===== src/rtl/pl_cp0_exc_pkg.sv =====
// pl_cp0_exc_pkg: shared CP0 register numbers, exception codes, bit positions
// and the exception-mode encoding used by the CP0 exception controller.
package pl_cp0_exc_pkg;

    localparam logic [31:0] HANDLER_ADDR_DEFAULT = 32'h0000_0080;

    localparam logic [4:0] CP0_REG_COUNT   = 5'd9;
    localparam logic [4:0] CP0_REG_COMPARE = 5'd11;
    localparam logic [4:0] CP0_REG_STATUS  = 5'd12;
    localparam logic [4:0] CP0_REG_CAUSE   = 5'd13;
    localparam logic [4:0] CP0_REG_EPC     = 5'd14;

    localparam logic [4:0] EXC_INT = 5'd0;
    localparam logic [4:0] EXC_OV  = 5'd12;

    localparam int STATUS_IE  = 0;
    localparam int STATUS_EXL = 1;
    localparam int CAUSE_IP7  = 15;

    typedef enum logic {
        MODE_NORMAL    = 1'b0,
        MODE_EXCEPTION = 1'b1
    } cp0_mode_e;

endpackage


===== src/rtl/pl_cp0_exc_if.sv =====
// pl_cp0_exc_if: pipeline <-> CP0 exception controller signals.
// master = pipeline side, slave = CP0 side.
interface pl_cp0_exc_if;
    logic        ex_valid;
    logic        ex_ovf_chk;
    logic        ex_overflow;
    logic [31:0] ex_pc;
    logic        mem_mtc0;
    logic        mem_eret;
    logic [4:0]  mem_cp0_addr;
    logic [31:0] mem_cp0_wdata;
    logic [31:0] cp0_rdata;
    logic        exc_flush;
    logic        pc_redirect;
    logic [31:0] pc_target;
    logic [31:0] epc;

    modport master (
        output ex_valid, ex_ovf_chk, ex_overflow, ex_pc,
        output mem_mtc0, mem_eret, mem_cp0_addr, mem_cp0_wdata,
        input  cp0_rdata, exc_flush, pc_redirect, pc_target, epc
    );

    modport slave (
        input  ex_valid, ex_ovf_chk, ex_overflow, ex_pc,
        input  mem_mtc0, mem_eret, mem_cp0_addr, mem_cp0_wdata,
        output cp0_rdata, exc_flush, pc_redirect, pc_target, epc
    );
endinterface


===== src/rtl/pl_cp0_timer.sv =====
// pl_cp0_timer: free-running Count, Compare and the IP7 timer-interrupt flag.
// Only instantiated when CP0_TIMER_EN is defined.
module pl_cp0_timer (
    input  logic        clk,
    input  logic        rst,
    input  logic        wr_count,
    input  logic        wr_compare,
    input  logic [31:0] wdata,
    output logic [31:0] count,
    output logic [31:0] compare,
    output logic        ip7
);

    // Count ticks every cycle; a Compare write acknowledges (clears) IP7.
    always_ff @(posedge clk or posedge rst) begin
        if (rst) begin
            count   <= '0;
            compare <= 32'hFFFF_FFFF;
            ip7     <= 1'b0;
        end else begin
            count <= wr_count ? wdata : count + 32'd1;
            if (wr_compare) begin
                compare <= wdata;
                ip7     <= 1'b0;
            end else if (count == compare) begin
                ip7 <= 1'b1;
            end
        end
    end

endmodule


===== src/rtl/pl_cp0_exc.sv =====
// pl_cp0_exc: CP0 exception controller (Status/Cause/EPC, overflow and timer
// traps, eret). Optional timer build selected by macro CP0_TIMER_EN.
//
//   state          | meaning
//   MODE_NORMAL    | EXL=0, traps are taken and EPC is captured
//   MODE_EXCEPTION | EXL=1, in handler; interrupts masked, EPC preserved
module pl_cp0_exc
    import pl_cp0_exc_pkg::*;
#(
    parameter logic [31:0] HANDLER_ADDR = HANDLER_ADDR_DEFAULT
) (
    input  logic        clk,
    input  logic        rst,
    pl_cp0_exc_if.slave bus
);

    cp0_mode_e   mode;
    logic        ie;
    logic [4:0]  exc_code;
    logic [31:0] epc_q;
    logic        hold;
    logic        exl;
    logic        ip7;
    logic        eret_take;
    logic        int_take;
    logic        ovf_take;
    logic        trap;
    logic        redirect;
    logic [31:0] status_rd;
    logic [31:0] cause_rd;
    logic [31:0] rdata;

    assign exl = (mode == MODE_EXCEPTION);

`ifdef CP0_TIMER_EN
    logic [31:0] count;
    logic [31:0] compare;

    pl_cp0_timer u_timer (
        .clk        (clk),
        .rst        (rst),
        .wr_count   (bus.mem_mtc0 && bus.mem_cp0_addr == CP0_REG_COUNT),
        .wr_compare (bus.mem_mtc0 && bus.mem_cp0_addr == CP0_REG_COMPARE),
        .wdata      (bus.mem_cp0_wdata),
        .count      (count),
        .compare    (compare),
        .ip7        (ip7)
    );
`else
    // Without the timer IP7 is just a software-set pending bit.
    always_ff @(posedge clk or posedge rst) begin
        if (rst)
            ip7 <= 1'b0;
        else if (bus.mem_mtc0 && bus.mem_cp0_addr == CP0_REG_CAUSE)
            ip7 <= bus.mem_cp0_wdata[CAUSE_IP7];
    end
`endif

    // Trap/eret arbitration: eret beats interrupt beats overflow; hold blocks all.
    always_comb begin
        eret_take = bus.mem_eret & ~hold & ~rst;
        int_take  = bus.ex_valid & ie & ~exl & ip7 & ~hold & ~eret_take & ~rst;
        ovf_take  = bus.ex_valid & bus.ex_ovf_chk & bus.ex_overflow & ~hold
                  & ~eret_take & ~int_take & ~rst;
        trap      = int_take | ovf_take;
        redirect  = trap | eret_take;
    end

    // Mode FSM plus CP0 registers; mtc0 commits first, then a trap overrides.
    always_ff @(posedge clk or posedge rst) begin
        if (rst) begin
            mode     <= MODE_NORMAL;
            ie       <= 1'b0;
            exc_code <= '0;
            epc_q    <= '0;
            hold     <= 1'b0;
        end else begin
            hold <= redirect;
            if (bus.mem_mtc0) begin
                case (bus.mem_cp0_addr)
                    CP0_REG_STATUS: begin
                        ie   <= bus.mem_cp0_wdata[STATUS_IE];
                        mode <= bus.mem_cp0_wdata[STATUS_EXL] ? MODE_EXCEPTION : MODE_NORMAL;
                    end
                    CP0_REG_EPC: epc_q <= bus.mem_cp0_wdata;
                    default: ;
                endcase
            end
            if (trap) begin
                mode     <= MODE_EXCEPTION;
                exc_code <= int_take ? EXC_INT : EXC_OV;
                if (!exl)
                    epc_q <= bus.ex_pc;
            end else if (eret_take) begin
                mode <= MODE_NORMAL;
            end
        end
    end

    // Combinational mfc0 read mux; everything reads 0 while in reset.
    always_comb begin
        status_rd = 32'd0;
        status_rd[STATUS_IE]  = ie;
        status_rd[STATUS_EXL] = exl;
        cause_rd = 32'd0;
        cause_rd[CAUSE_IP7] = ip7;
        cause_rd[6:2]       = exc_code;
        case (bus.mem_cp0_addr)
            CP0_REG_STATUS:  rdata = status_rd;
            CP0_REG_CAUSE:   rdata = cause_rd;
            CP0_REG_EPC:     rdata = epc_q;
`ifdef CP0_TIMER_EN
            CP0_REG_COUNT:   rdata = count;
            CP0_REG_COMPARE: rdata = compare;
`endif
            default:         rdata = 32'd0;
        endcase
        if (rst)
            rdata = 32'd0;
    end

    assign bus.cp0_rdata   = rdata;
    assign bus.exc_flush   = redirect;
    assign bus.pc_redirect = redirect;
    assign bus.pc_target   = eret_take ? epc_q : (trap ? HANDLER_ADDR : 32'd0);
    assign bus.epc         = epc_q;

endmodule

===== src/flat_wrapper.sv =====
// flat-port wrapper written by rule: the top's interface ports become plain ports
module pl_cp0_exc_flat import pl_cp0_exc_pkg::*;
#(
    parameter logic [31:0] HANDLER_ADDR = HANDLER_ADDR_DEFAULT
)
  (clk, rst, bus_ex_valid, bus_ex_ovf_chk, bus_ex_overflow, bus_ex_pc, bus_mem_mtc0, bus_mem_eret, bus_mem_cp0_addr, bus_mem_cp0_wdata, bus_cp0_rdata, bus_exc_flush, bus_pc_redirect, bus_pc_target, bus_epc);
  pl_cp0_exc_if bus_i ();
  input  logic clk;
  input  logic rst;
  input wire logic [$bits(bus_i.ex_valid)-1:0] bus_ex_valid;
  input wire logic [$bits(bus_i.ex_ovf_chk)-1:0] bus_ex_ovf_chk;
  input wire logic [$bits(bus_i.ex_overflow)-1:0] bus_ex_overflow;
  input wire logic [$bits(bus_i.ex_pc)-1:0] bus_ex_pc;
  input wire logic [$bits(bus_i.mem_mtc0)-1:0] bus_mem_mtc0;
  input wire logic [$bits(bus_i.mem_eret)-1:0] bus_mem_eret;
  input wire logic [$bits(bus_i.mem_cp0_addr)-1:0] bus_mem_cp0_addr;
  input wire logic [$bits(bus_i.mem_cp0_wdata)-1:0] bus_mem_cp0_wdata;
  output wire logic [$bits(bus_i.cp0_rdata)-1:0] bus_cp0_rdata;
  output wire logic [$bits(bus_i.exc_flush)-1:0] bus_exc_flush;
  output wire logic [$bits(bus_i.pc_redirect)-1:0] bus_pc_redirect;
  output wire logic [$bits(bus_i.pc_target)-1:0] bus_pc_target;
  output wire logic [$bits(bus_i.epc)-1:0] bus_epc;
  assign bus_i.ex_valid = bus_ex_valid;
  assign bus_i.ex_ovf_chk = bus_ex_ovf_chk;
  assign bus_i.ex_overflow = bus_ex_overflow;
  assign bus_i.ex_pc = bus_ex_pc;
  assign bus_i.mem_mtc0 = bus_mem_mtc0;
  assign bus_i.mem_eret = bus_mem_eret;
  assign bus_i.mem_cp0_addr = bus_mem_cp0_addr;
  assign bus_i.mem_cp0_wdata = bus_mem_cp0_wdata;
  assign bus_cp0_rdata = bus_i.cp0_rdata;
  assign bus_exc_flush = bus_i.exc_flush;
  assign bus_pc_redirect = bus_i.pc_redirect;
  assign bus_pc_target = bus_i.pc_target;
  assign bus_epc = bus_i.epc;
  pl_cp0_exc #(.HANDLER_ADDR(HANDLER_ADDR)) u_core (.clk(clk), .rst(rst), .bus(bus_i));
endmodule

===== config.mk =====
export PLATFORM = sky130hd
export DESIGN_NAME = pl_cp0_exc_flat
export DESIGN_NICKNAME = d
export VERILOG_FILES = /design/src/rtl/pl_cp0_exc_pkg.sv /design/src/rtl/pl_cp0_exc_if.sv /design/src/rtl/pl_cp0_timer.sv /design/src/rtl/pl_cp0_exc.sv /design/src/flat_wrapper.sv
export SDC_FILE = /design/constraint.sdc
export NUM_CORES = 1
export LEC_CHECK = 0
export BUFFER_PORTS_ARGS = -buffer_cell sky130_fd_sc_hd__buf_4
export CAP_MARGIN = 20
export CORE_MARGIN = 3
export CORE_UTILIZATION = 45
export CTS_BUF_LIST = sky130_fd_sc_hd__clkbuf_4 sky130_fd_sc_hd__clkbuf_8 sky130_fd_sc_hd__clkbuf_16
export CTS_CLUSTER_SIZE = 10
export DETAILED_ROUTE_END_ITERATION = 10
export PLACE_DENSITY = 0.86
export SLEW_MARGIN = 40
export SYNTH_ARGS = -nofsm -noshare
export SYNTH_HDL_FRONTEND = slang
export SYNTH_SLANG_ARGS = --single-unit

===== constraint.sdc =====
create_clock -name clk -period 5.3 [get_ports clk]
set_input_delay 1.06 -clock clk [delete_from_list [all_inputs] [get_ports clk]]
set_output_delay 1.06 -clock clk [all_outputs]
set_load 0.05 [all_outputs]

# Word-level counts from Yosys, hierarchy flattened
# Cells that the tools add are included.
totals:
  reg_bits: 41
  out_inout_bits: 98
  elab_cells: 49
classes:
  n_eq_ne: 3
  n_mux: 14
  bitwise: 21
  reduce_logical: 5
ops:
  columns: ["operator", "n"]
  rows:
  - ["$mux W32", 6]
  - ["$pmux W32 S3", 1]
  - ["$eq A5 B4 Y1 const B", 3]
  - ["$and A1 B1 Y1", 14]
  - ["$mux W8", 1]
  - ["$reduce_bool A3 Y1", 2]
  - ["$mux W1", 5]
  - ["$not A1 Y1", 5]
  - ["$mux W4", 1]
  - ["$reduce_and A2 Y1", 2]
  - ["$or A1 B1 Y1", 2]
  - ["$logic_and A1 B1 Y1", 1]

# Depth between registers and ports, before layout
# Gate-level depths: netlist of the first run.
depth:
  depth_word: 12
  depth_mapped: 6
  ltp_nobuf: 3

# Worst setup path after synthesis of the first run
# Ideal clock, no wire load.
synth_timing:
  kind: "input port to output port"
  from: "input rst"
  to: "output bus_cp0_rdata[10]"
  arrival_ns: 3.103
  required_ns: 4.240
  slack_ns: 1.137
  cell_stages: 6
  path_cell_list: "buf_6 > inv_1 > and3_1 > clkbuf_1 > clkbuf_1 > and2_1"
synth_via:
  elab_chain_cells: 1
synth_rtl:
  columns: ["item", "line_no", "text"]
  rows:
  - ["from (decl)", "flat_wrapper.sv:9", "input logic rst;"]
  - ["$mux W32", "pl_cp0_exc.sv:118", "if (rst)"]
  - ["to (decl)", "flat_wrapper.sv:18", "output wire logic [$bits(bus_i.cp0_rdata)-1:0] bus_cp0_rdata;"]
# No other way between the ends.

# Final worst setup path of the first run
layout_timing:
  from: "input rst"
  to: "output bus_exc_flush"
layout_via:
  elab_chain_cells: 10
  word_cells_on_any_way: 11
layout_rtl:
  columns: ["item", "line_no", "text"]
  rows:
  - ["$not A1 Y1 (*)", "pl_cp0_exc.sv:61, pl_cp0_exc.sv:62, pl_cp0_exc.sv:64", null]
  - ["$and A1 B1 Y1", "pl_cp0_exc.sv:61", "eret_take = bus.mem_eret & ~hold & ~rst;"]
  - ["$not A1 Y1", "pl_cp0_exc.sv:62, pl_cp0_exc.sv:64", null]
  - ["$and A1 B1 Y1 (2 in a row)", "pl_cp0_exc.sv:62", "int_take = bus.ex_valid & ie & ~exl & ip7 & ~hold & ~eret_take & ~rst;"]
  - ["$not A1 Y1", "pl_cp0_exc.sv:64", "& ~eret_take & ~int_take & ~rst;"]
  - ["$and A1 B1 Y1 (2 in a row)", "pl_cp0_exc.sv:64", null]
  - ["$or A1 B1 Y1", "pl_cp0_exc.sv:65", "trap = int_take | ovf_take;"]
  - ["$or A1 B1 Y1 (*)", "pl_cp0_exc.sv:66", "redirect = trap | eret_take;"]
  - ["to (decl)", "flat_wrapper.sv:19", "output wire logic [$bits(bus_i.exc_flush)-1:0] bus_exc_flush;"]
# Mark *: on every way between the ends. The rest lies on a longest branch, timed or not.

==> impl_metrics.prom, run 1 <==
# TYPE chip_impl_metric gauge
chip_impl_metric{name="synth.area.mux_share",unit=""} 0.00880
chip_impl_info{name="hold-path-endpoint",value="u_core.exc_code[2]"} 1
chip_impl_metric{name="fin_skew",unit="ns"} 0.00984
chip_impl_metric{name="cts-buffers-inserted",unit=""} 5
chip_impl_metric{name="synth_compound_gate_area_share",unit=""} 0.283
chip_impl_metric{name="detail_route.drc_violations",unit=""} 0
chip_impl_metric{name="final_antenna_net_count",unit=""} 0
chip_impl_metric{name="worst_ir_drop_vdd",unit="µV"} 246
chip_impl_metric{name="fp.coreArea",unit="µm²"} 5300
chip_impl_metric{name="final_nets",unit=""} 530
chip_impl_metric{name="drv.max_cap_violation_count",unit=""} 0
chip_impl_info{name="cp-start-kind",value="input pin"} 1
chip_impl_metric{name="routed_via_density",unit=""} 6.10
chip_impl_metric{name="pin_count_of_the_biggest_net_entering_global_routing",unit=""} 39
chip_impl_metric{name="area_used_by_multi_input_combinational_logic",unit="µm²"} 1440
chip_impl_metric{name="fillerInstances",unit=""} 431
chip_impl_metric{name="timing_worst_slew_pin_value",unit="ns"} 0.614
chip_impl_metric{name="synthesis.instances",unit=""} 304
chip_impl_metric{name="finalMaxSlewViolations",unit=""} 0
chip_impl_metric{name="count_of_cell_types_in_the_netlist",unit=""} 29
chip_impl_metric{name="seqCellArea",unit="µm²"} 927
chip_impl_metric{name="detailedRoute.firstPassIterationCount",unit=""} 4
chip_impl_metric{name="totalNegativeSetupSlack",unit="ns"} 0
chip_impl_metric{name="ff2ff_path_depth",unit=""} 4
chip_impl_metric{name="ioPinCount",unit=""} 174
chip_impl_metric{name="ys_ff_latch",unit=""} 37
chip_impl_info{name="synthFlopType",value="sky130_fd_sc_hd__dfrtp_1"} 1
chip_impl_metric{name="critical_path_required",unit="ns"} 4.24
chip_impl_metric{name="grt_antenna_before_repair",unit=""} 0
chip_impl_info{name="rr_endpoint",value="u_core.bus.epc[9]"} 1
chip_impl_info{name="path_cells",value="buf_4 -> or4b_4 -> a21oi_1 -> or2_2 -> buf_4"} 1
chip_impl_metric{name="worst-path-max-fanout",unit=""} 34
chip_impl_metric{name="routed_wl",unit="mm"} 9.84
chip_impl_metric{name="p_per_area",unit="nW/µm²"} 377
chip_impl_info{name="cpLargestDelayFamily",value="simple AND/OR/NAND/NOR gates"} 1
chip_impl_metric{name="syn_to_final_growth",unit="%"} 53.4
chip_impl_metric{name="power.leakage",unit="nW"} 1.77
chip_impl_metric{name="yosys.area_share.adder",unit=""} 0
chip_impl_metric{name="achievable-frequency",unit="GHz"} 0.262
chip_impl_metric{name="num_antenna_cells",unit=""} 0
chip_impl_metric{name="first_global_vias",unit=""} 3054
chip_impl_metric{name="initial_utilization",unit=""} 0.483
chip_impl_metric{name="later_pin_clock_latency_in_the_skew_report",unit="ns"} 0.29
chip_impl_info{name="rsz0062_at_grt",value="no"} 1
chip_impl_info{name="holdCritStartpoint",value="u_core.exc_code[2]"} 1
chip_impl_metric{name="asyncSetResetFlopFracSynth",unit=""} 1.00
chip_impl_metric{name="starting_drc_count_in_detailed_routing",unit=""} 212
chip_impl_metric{name="floorplan.die.width",unit="µm"} 81.4
chip_impl_metric{name="worst_hold_path.num_cells",unit=""} 1
chip_impl_metric{name="gr-total-overflow",unit=""} 0
chip_impl_info{name="outcome",value="finished clean"} 1
chip_impl_metric{name="crit_buf_inv",unit=""} 2
chip_impl_metric{name="mappedNetlistArea",unit="µm²"} 2560
chip_impl_info{name="cts_tree",value="yes"} 1
chip_impl_metric{name="synth.net_count",unit=""} 380
chip_impl_metric{name="grt_pass1_wl",unit="mm"} 15.0
chip_impl_info{name="main_combinational_cell_family_by_area_after_synthesis",value="compound AO/OA/AOI/OAI gates"} 1
chip_impl_info{name="crit_top_cell",value="sky130_fd_sc_hd__buf_4"} 1
chip_impl_metric{name="drive_above_1_share",unit=""} 0.436
chip_impl_info{name="cpMaxStageDelayCell",value="sky130_fd_sc_hd__or4b_4"} 1
chip_impl_metric{name="routedWlPerCell",unit="µm"} 18.8
chip_impl_metric{name="place.detailed.hpwl",unit="mm"} 6.80
chip_impl_info{name="rr_startpoint",value="u_core.exl"} 1
chip_impl_metric{name="h-tree-depth",unit=""} 2
chip_impl_metric{name="report.final.hold_viol_count",unit=""} 0
chip_impl_metric{name="yosys_warns",unit=""} 0
chip_impl_metric{name="mapped_avg_cell_area",unit="µm²"} 8.42
chip_impl_metric{name="synth_enable_flop_cells",unit=""} 0
chip_impl_metric{name="buffer_ports.inserted",unit=""} 173
chip_impl_info{name="setup.worst_path.class",value="input pin to output port"} 1
chip_impl_metric{name="reg2reg_slack",unit="ns"} 3.26
chip_impl_info{name="cp-end-kind",value="output port"} 1
chip_impl_metric{name="min_period_over_period",unit=""} 0.720
chip_impl_metric{name="cts.repair_timing.setup_buffer_count",unit=""} 0
chip_impl_metric{name="die_height",unit="µm"} 81.4
chip_impl_metric{name="detailroute.via_count",unit=""} 3196
chip_impl_metric{name="sequential_element_share_of_the_synthesized_area",unit=""} 0.362
chip_impl_metric{name="cpPeakStageDelay",unit="ns"} 0.73
chip_impl_metric{name="rows",unit=""} 26
chip_impl_metric{name="gpl.final_weighted_congestion",unit=""} 0.881
chip_impl_metric{name="yosys.area_share.simple",unit=""} 0.267
chip_impl_metric{name="die-area",unit="µm²"} 6630
chip_impl_metric{name="final-setup-viol-count",unit=""} 0
chip_impl_metric{name="clock_tree.buffer_depth",unit=""} 2
chip_impl_metric{name="finalCoreUtilization",unit=""} 0.740
chip_impl_info{name="hold_path.class",value="flop to flop"} 1
chip_impl_metric{name="maxSlewHeadroom",unit=""} 0.591
chip_impl_metric{name="xor_xnor_portion_of_the_synthesized_cell_area",unit=""} 0
chip_impl_metric{name="number_of_hold_repair_buffers_added_at_the_cts_stage",unit=""} 0
chip_impl_info{name="cts.root.buffer_cell",value="sky130_fd_sc_hd__clkbuf_8"} 1
chip_impl_metric{name="cts_resized",unit=""} 0
chip_impl_metric{name="worstPathArrival",unit="ns"} 2.76
chip_impl_metric{name="groute.usage.overall",unit=""} 0.290
chip_impl_metric{name="finalCriticalPeriod",unit="ns"} 3.82
chip_impl_metric{name="clk_pin_slew",unit="ns"} 0.07
chip_impl_metric{name="cp_num_cells",unit=""} 5
chip_impl_metric{name="clkSinkCount",unit=""} 37
## cell usage after synthesis (all sizes together) (3+ instances only)
master   count  area, µm²
dfrtp       37        926
a21oi        6       30.0
o21ai       32        160
and2        58        363
nand3b       3       22.5
nand2        3       11.3
inv          3       11.3
clkbuf      29        109
a2111oi     32        280
a31oi       32        200
nand3       42        210
buf         10       82.6
## registers in the layout, summed over array words and instances, names as in the netlist
name / count
u_core.bus.epc: 32
u_core.exc_code: 1
u_core.exl: 1
u_core.hold: 1
u_core.ie: 1
u_core.ip7: 1
## routing by layer
layer | share of wire | GRT usage | wire [µm]
met2 | 0.52 | 0.502 | 5100
met4 | 0.013 | 0.0878 | 126
met1 | 0.36 | 0.351 | 3570
met3 | 0.11 | 0.0757 | 1040
met5 | 0 | 0 | 0
## cell type report
cell class / count / area share
Sequential cell: 37 / 0.236
Clock buffer: 6 / 0.0210
Tap cell: 70 / 0.0223
Clock inverter: 1 / 0.00191
Multi-Input combinational cell: 225 / 0.368
Timing Repair Buffer: 182 / 0.348
Inverter: 3 / 0.00287
## per-stage QoR
stage / setup WS [ns] / power [W] / instances / instance area, µm² / hold WS [ns]
after floorplan: 1.14 / 0.000989 / 304 / 2560 / 0.471
after global placement: 1.36 / 0.00126 / 514 / 3800 / 0.490
after detailed placement: 1.28 / 0.00128 / 517 / 3830 / 0.497
after CTS: 1.28 / 0.00149 / 524 / 3930 / 0.513
after global routing: 1.39 / 0.00155 / 524 / 3930 / 0.548
final: 1.48 / 0.00148 / 524 / 3930 / 0.515
## kinds of logic (layout without fill, tap and decap cells)
| family | Yosys count | in the layout |
|---|---|---|
| flops | 37 | 37 |
| mux | 2 | 2 |
| compound gates | 107 | 107 |
| simple gates | 116 | 116 |
| buf+inv | 42 | 192 |
## cell usage in the layout (no fill, tap or decap), drive strengths merged, types with 2 or more instances in the layout
cell type / count
and3b: 2
a31oi: 32
buf: 182
a2111oi: 32
mux2: 2
and3: 2
nand2: 3
inv: 3
clkbuf: 6
a21oi: 6
nand3b: 3
dfrtp: 37
nand3: 42
o21ai: 32
and2: 58
## how the worst max path moves through the flow
stage,start,to
finish,rst,bus_exc_flush
global route,rst,bus_exc_flush
CTS,bus_mem_cp0_addr[4],bus_cp0_rdata[7]
detailed placement,bus_mem_cp0_addr[4],bus_cp0_rdata[7]
global placement,bus_mem_cp0_addr[4],bus_cp0_rdata[13]
floorplan,rst,bus_cp0_rdata[10]
## power by group
group          internal (W)  total (W)  switching, W
sequential         0.000373   0.000475      0.000102
clock              0.000103   0.000205      0.000102
combinational      0.000255   0.000802      0.000547
total              0.000731    0.00148      0.000751
No activity file was read; power rests on OpenSTA's default activity.
==> run 2, diff against run 1 <==
--- a/config.mk
+++ b/config.mk
@@ -8,11 +8,11 @@
 export BUFFER_PORTS_ARGS = -buffer_cell sky130_fd_sc_hd__buf_4
 export CAP_MARGIN = 20
 export CORE_MARGIN = 3
-export CORE_UTILIZATION = 45
+export CORE_UTILIZATION = 38
 export CTS_BUF_LIST = sky130_fd_sc_hd__clkbuf_4 sky130_fd_sc_hd__clkbuf_8 sky130_fd_sc_hd__clkbuf_16
 export CTS_CLUSTER_SIZE = 10
 export DETAILED_ROUTE_END_ITERATION = 10
-export PLACE_DENSITY = 0.86
+export PLACE_DENSITY = 0.77
 export SLEW_MARGIN = 40
 export SYNTH_ARGS = -nofsm -noshare
 export SYNTH_HDL_FRONTEND = slang
==> constraint.sdc (replaced) <==
create_clock -name clk -period 3.25 [get_ports clk]
set_input_delay 0.65 -clock clk [delete_from_list [all_inputs] [get_ports clk]]
set_output_delay 0.65 -clock clk [all_outputs]
set_load 0.05 [all_outputs]
==> run 2 against run 1 <==
Against the previous run: register-to-register slack lost 2.0 ns; clock-buffer cell count grew 1; clock power grew 63%; non-clock buffer count grew 6; clock skew shrank 0.0053 ns; worst setup slack lost 0.92 ns; first-iteration DRC count grew 9.0%; cell area grew 1.2%; combinational power grew 66%; critical path type unchanged.
==> impl_metrics.prom, run 2 (synthesized netlist as in run 1, its figures left out) <==
# TYPE chip_impl_metric gauge
chip_impl_metric{name="p_per_area",unit="nW/µm²"} 608
chip_impl_metric{name="floorplan.die.width",unit="µm"} 88.1
chip_impl_metric{name="fin_skew",unit="ns"} 0.00455
chip_impl_metric{name="report.final.hold_viol_count",unit=""} 0
chip_impl_metric{name="drive_above_1_share",unit=""} 0.439
chip_impl_metric{name="drv.max_cap_violation_count",unit=""} 0
chip_impl_metric{name="met2RoutedLength",unit="mm"} 5.06
chip_impl_metric{name="cpPeakStageDelay",unit="ns"} 0.55
chip_impl_metric{name="worstPathArrival",unit="ns"} 2.04
chip_impl_metric{name="flip_flop_count_of_the_largest_register_all_copies_and_words_added",unit=""} 32
chip_impl_metric{name="detailed_place.area",unit="µm²"} 3880
chip_impl_metric{name="cts-buffers-inserted",unit=""} 5
chip_impl_metric{name="clk_pin_slew",unit="ns"} 0.07
chip_impl_metric{name="later_pin_clock_latency_in_the_skew_report",unit="ns"} 0.28
chip_impl_info{name="layout.cells.most_common",value="sky130_fd_sc_hd__buf_4"} 1
chip_impl_metric{name="routed_via_density",unit=""} 5.91
chip_impl_info{name="setup.worst_path.class",value="input pin to output port"} 1
chip_impl_metric{name="finalMaxSlewViolations",unit=""} 0
chip_impl_metric{name="route.met3.wl",unit="µm"} 849
chip_impl_metric{name="cts_resized",unit=""} 0
chip_impl_info{name="hold_path.class",value="flop to flop"} 1
chip_impl_metric{name="gpl.final_weighted_congestion",unit=""} 0.815
chip_impl_info{name="cts.root.buffer_cell",value="sky130_fd_sc_hd__clkbuf_8"} 1
chip_impl_info{name="top_layer",value="met4"} 1
chip_impl_metric{name="routedWlPerCell",unit="µm"} 18.7
chip_impl_info{name="rsz0062_at_grt",value="no"} 1
chip_impl_metric{name="sw_frac_of_total",unit=""} 0.501
chip_impl_info{name="crit_top_cell",value="sky130_fd_sc_hd__buf_4"} 1
chip_impl_metric{name="die-area",unit="µm²"} 7760
chip_impl_metric{name="layout.cell_area.non_filler",unit="µm²"} 3980
chip_impl_metric{name="starting_drc_count_in_detailed_routing",unit=""} 231
chip_impl_info{name="cpMaxStageDelayCell",value="sky130_fd_sc_hd__or4b_4"} 1
chip_impl_metric{name="finalCriticalPeriod",unit="ns"} 2.69
chip_impl_info{name="path_cells",value="buf_4 -> or4b_4 -> a21oi_1 -> or2_2 -> buf_4"} 1
chip_impl_metric{name="buffer_ports.inserted",unit=""} 173
chip_impl_metric{name="rows",unit=""} 29
chip_impl_metric{name="count_of_non_filler_cells_in_the_finished_layout",unit=""} 537
chip_impl_metric{name="num_antenna_cells",unit=""} 0
chip_impl_metric{name="cts.repair_timing.setup_buffer_count",unit=""} 0
chip_impl_metric{name="final_nets",unit=""} 536
chip_impl_info{name="cp-start-kind",value="input pin"} 1
chip_impl_metric{name="clock_tree.buffer_depth",unit=""} 2
chip_impl_info{name="cp-end-kind",value="output port"} 1
chip_impl_metric{name="power.share.combinational",unit=""} 0.548
chip_impl_metric{name="place.detailed.hpwl",unit="mm"} 7.05
chip_impl_metric{name="min_period_over_period",unit=""} 0.827
chip_impl_metric{name="h-tree-depth",unit=""} 2
chip_impl_metric{name="maxSlewHeadroom",unit=""} 0.573
chip_impl_metric{name="die_height",unit="µm"} 88.1
chip_impl_metric{name="totalNegativeSetupSlack",unit="ns"} 0
chip_impl_metric{name="critical_path_required",unit="ns"} 2.60
chip_impl_metric{name="clkSinkCount",unit=""} 37
chip_impl_metric{name="worst_ir_drop_vdd",unit="µV"} 363
chip_impl_info{name="cts_tree",value="yes"} 1
chip_impl_metric{name="groute.usage.overall",unit=""} 0.258
chip_impl_metric{name="worst-path-max-fanout",unit=""} 9
chip_impl_metric{name="detailedRoute.firstPassIterationCount",unit=""} 5
chip_impl_metric{name="place.detailed.instances",unit=""} 530
chip_impl_metric{name="p_int",unit="W"} 0.00121
chip_impl_metric{name="total_switching_power",unit="W"} 0.00121
chip_impl_metric{name="gr-total-overflow",unit=""} 0
chip_impl_metric{name="syn_to_final_growth",unit="%"} 55.3
chip_impl_info{name="commonest_non_fill_non_tap_cells_in_the_layout",value="188 x sky130_fd_sc_hd__buf_4, 58 x sky130_fd_sc_hd__and2_1, 42 x sky130_fd_sc_hd__nand3_1"} 1
chip_impl_metric{name="ioPinCount",unit=""} 174
chip_impl_metric{name="pin_count_of_the_biggest_net_entering_global_routing",unit=""} 38
chip_impl_metric{name="grt_pass1_wl",unit="mm"} 15.7
chip_impl_metric{name="first_global_vias",unit=""} 3092
chip_impl_metric{name="number_of_hold_repair_buffers_added_at_the_cts_stage",unit=""} 0
chip_impl_metric{name="wl_met1",unit="mm"} 4.05
chip_impl_metric{name="final-setup-viol-count",unit=""} 0
chip_impl_metric{name="timing_worst_slew_pin_value",unit="ns"} 0.640
chip_impl_metric{name="clock_power_share",unit=""} 0.139
chip_impl_metric{name="achievable-frequency",unit="GHz"} 0.372
chip_impl_metric{name="detail_route.drc_violations",unit=""} 0
chip_impl_metric{name="power.leakage",unit="nW"} 1.80
chip_impl_metric{name="power.share.sequential",unit=""} 0.313
chip_impl_metric{name="detailroute.via_count",unit=""} 3171
chip_impl_metric{name="routed_wl",unit="mm"} 10.1
chip_impl_metric{name="fp.coreArea",unit="µm²"} 6420
chip_impl_metric{name="grt_antenna_before_repair",unit=""} 0
chip_impl_info{name="outcome",value="finished clean"} 1
chip_impl_metric{name="final_antenna_net_count",unit=""} 0
chip_impl_metric{name="initial_utilization",unit=""} 0.399
run 2: per-stage QoR:
stage	power (W)	hold slack (ns)	setup WS, ns	utilization
floorplan	0.00161	0.471	0.273	-
global placement	0.00207	0.498	0.639	0.605
detailed placement	0.00209	0.512	0.568	0.605
CTS	0.00243	0.528	0.562	0.619
global route	0.00254	0.541	0.482	0.619
finish	0.00242	0.528	0.562	0.619
run 2: routing by layer:
metal / global-route usage / vias up
li1: - / 1457
met1: 0.341 / 1547
met2: 0.434 / 158
met3: 0.0442 / 9
met4: 0.0742 / 0
met5: 0 / -
run 2: layout make-up:
| type | count | area, µm² |
|---|---|---|
| timing repair buffer | 188 | 1410 |
| multi-input combinational | 225 | 1440 |
| tap | 77 | 96.3 |
| sequential | 37 | 926 |
| fill | 611 | 2450 |
| inverter | 3 | 15.0 |
| clock buffer | 7 | 90.1 |
run 2: path summary, 6_finish.rpt:
check                              startpoint                 end  slack (ns)  cells past startpoint
setup / recovery                          rst       bus_exc_flush        0.56                      5
max in group asynchronous                 rst   u_core.bus.epc[4]        2.35                      3
setup reg to reg                  u_core.hold  u_core.bus.epc[28]        1.26                      4
hold reg to reg            u_core.exc_code[2]  u_core.exc_code[2]        0.53                      1
min in group asynchronous                 rst   u_core.bus.epc[5]        0.56                      3
hold / removal             u_core.exc_code[2]  u_core.exc_code[2]        0.53                      1
run 2: power by group through the flow:
stage	Combinational [W]	Clock (W)	Sequential [W]
3_5_place_dp	0.00133	0	0.000762
4_1_cts	0.00133	0.000340	0.000757
6_report	0.00133	0.000335	0.000756
3_3_place_gp	0.00131	0	0.000755
5_1_grt	0.00139	0.000358	0.000786
2_1_floorplan	0.000415	0	0.00120
run 2: worst max-delay path, delay by kind of cell:
| kind | cells | cell delay, ns |
|---|---|---|
| AND/OR/NAND/NOR | 2 | 0.75 |
| buffers and inverters | 2 | 0.35 |
| AO/OA/AOI/OAI | 1 | 0.29 |
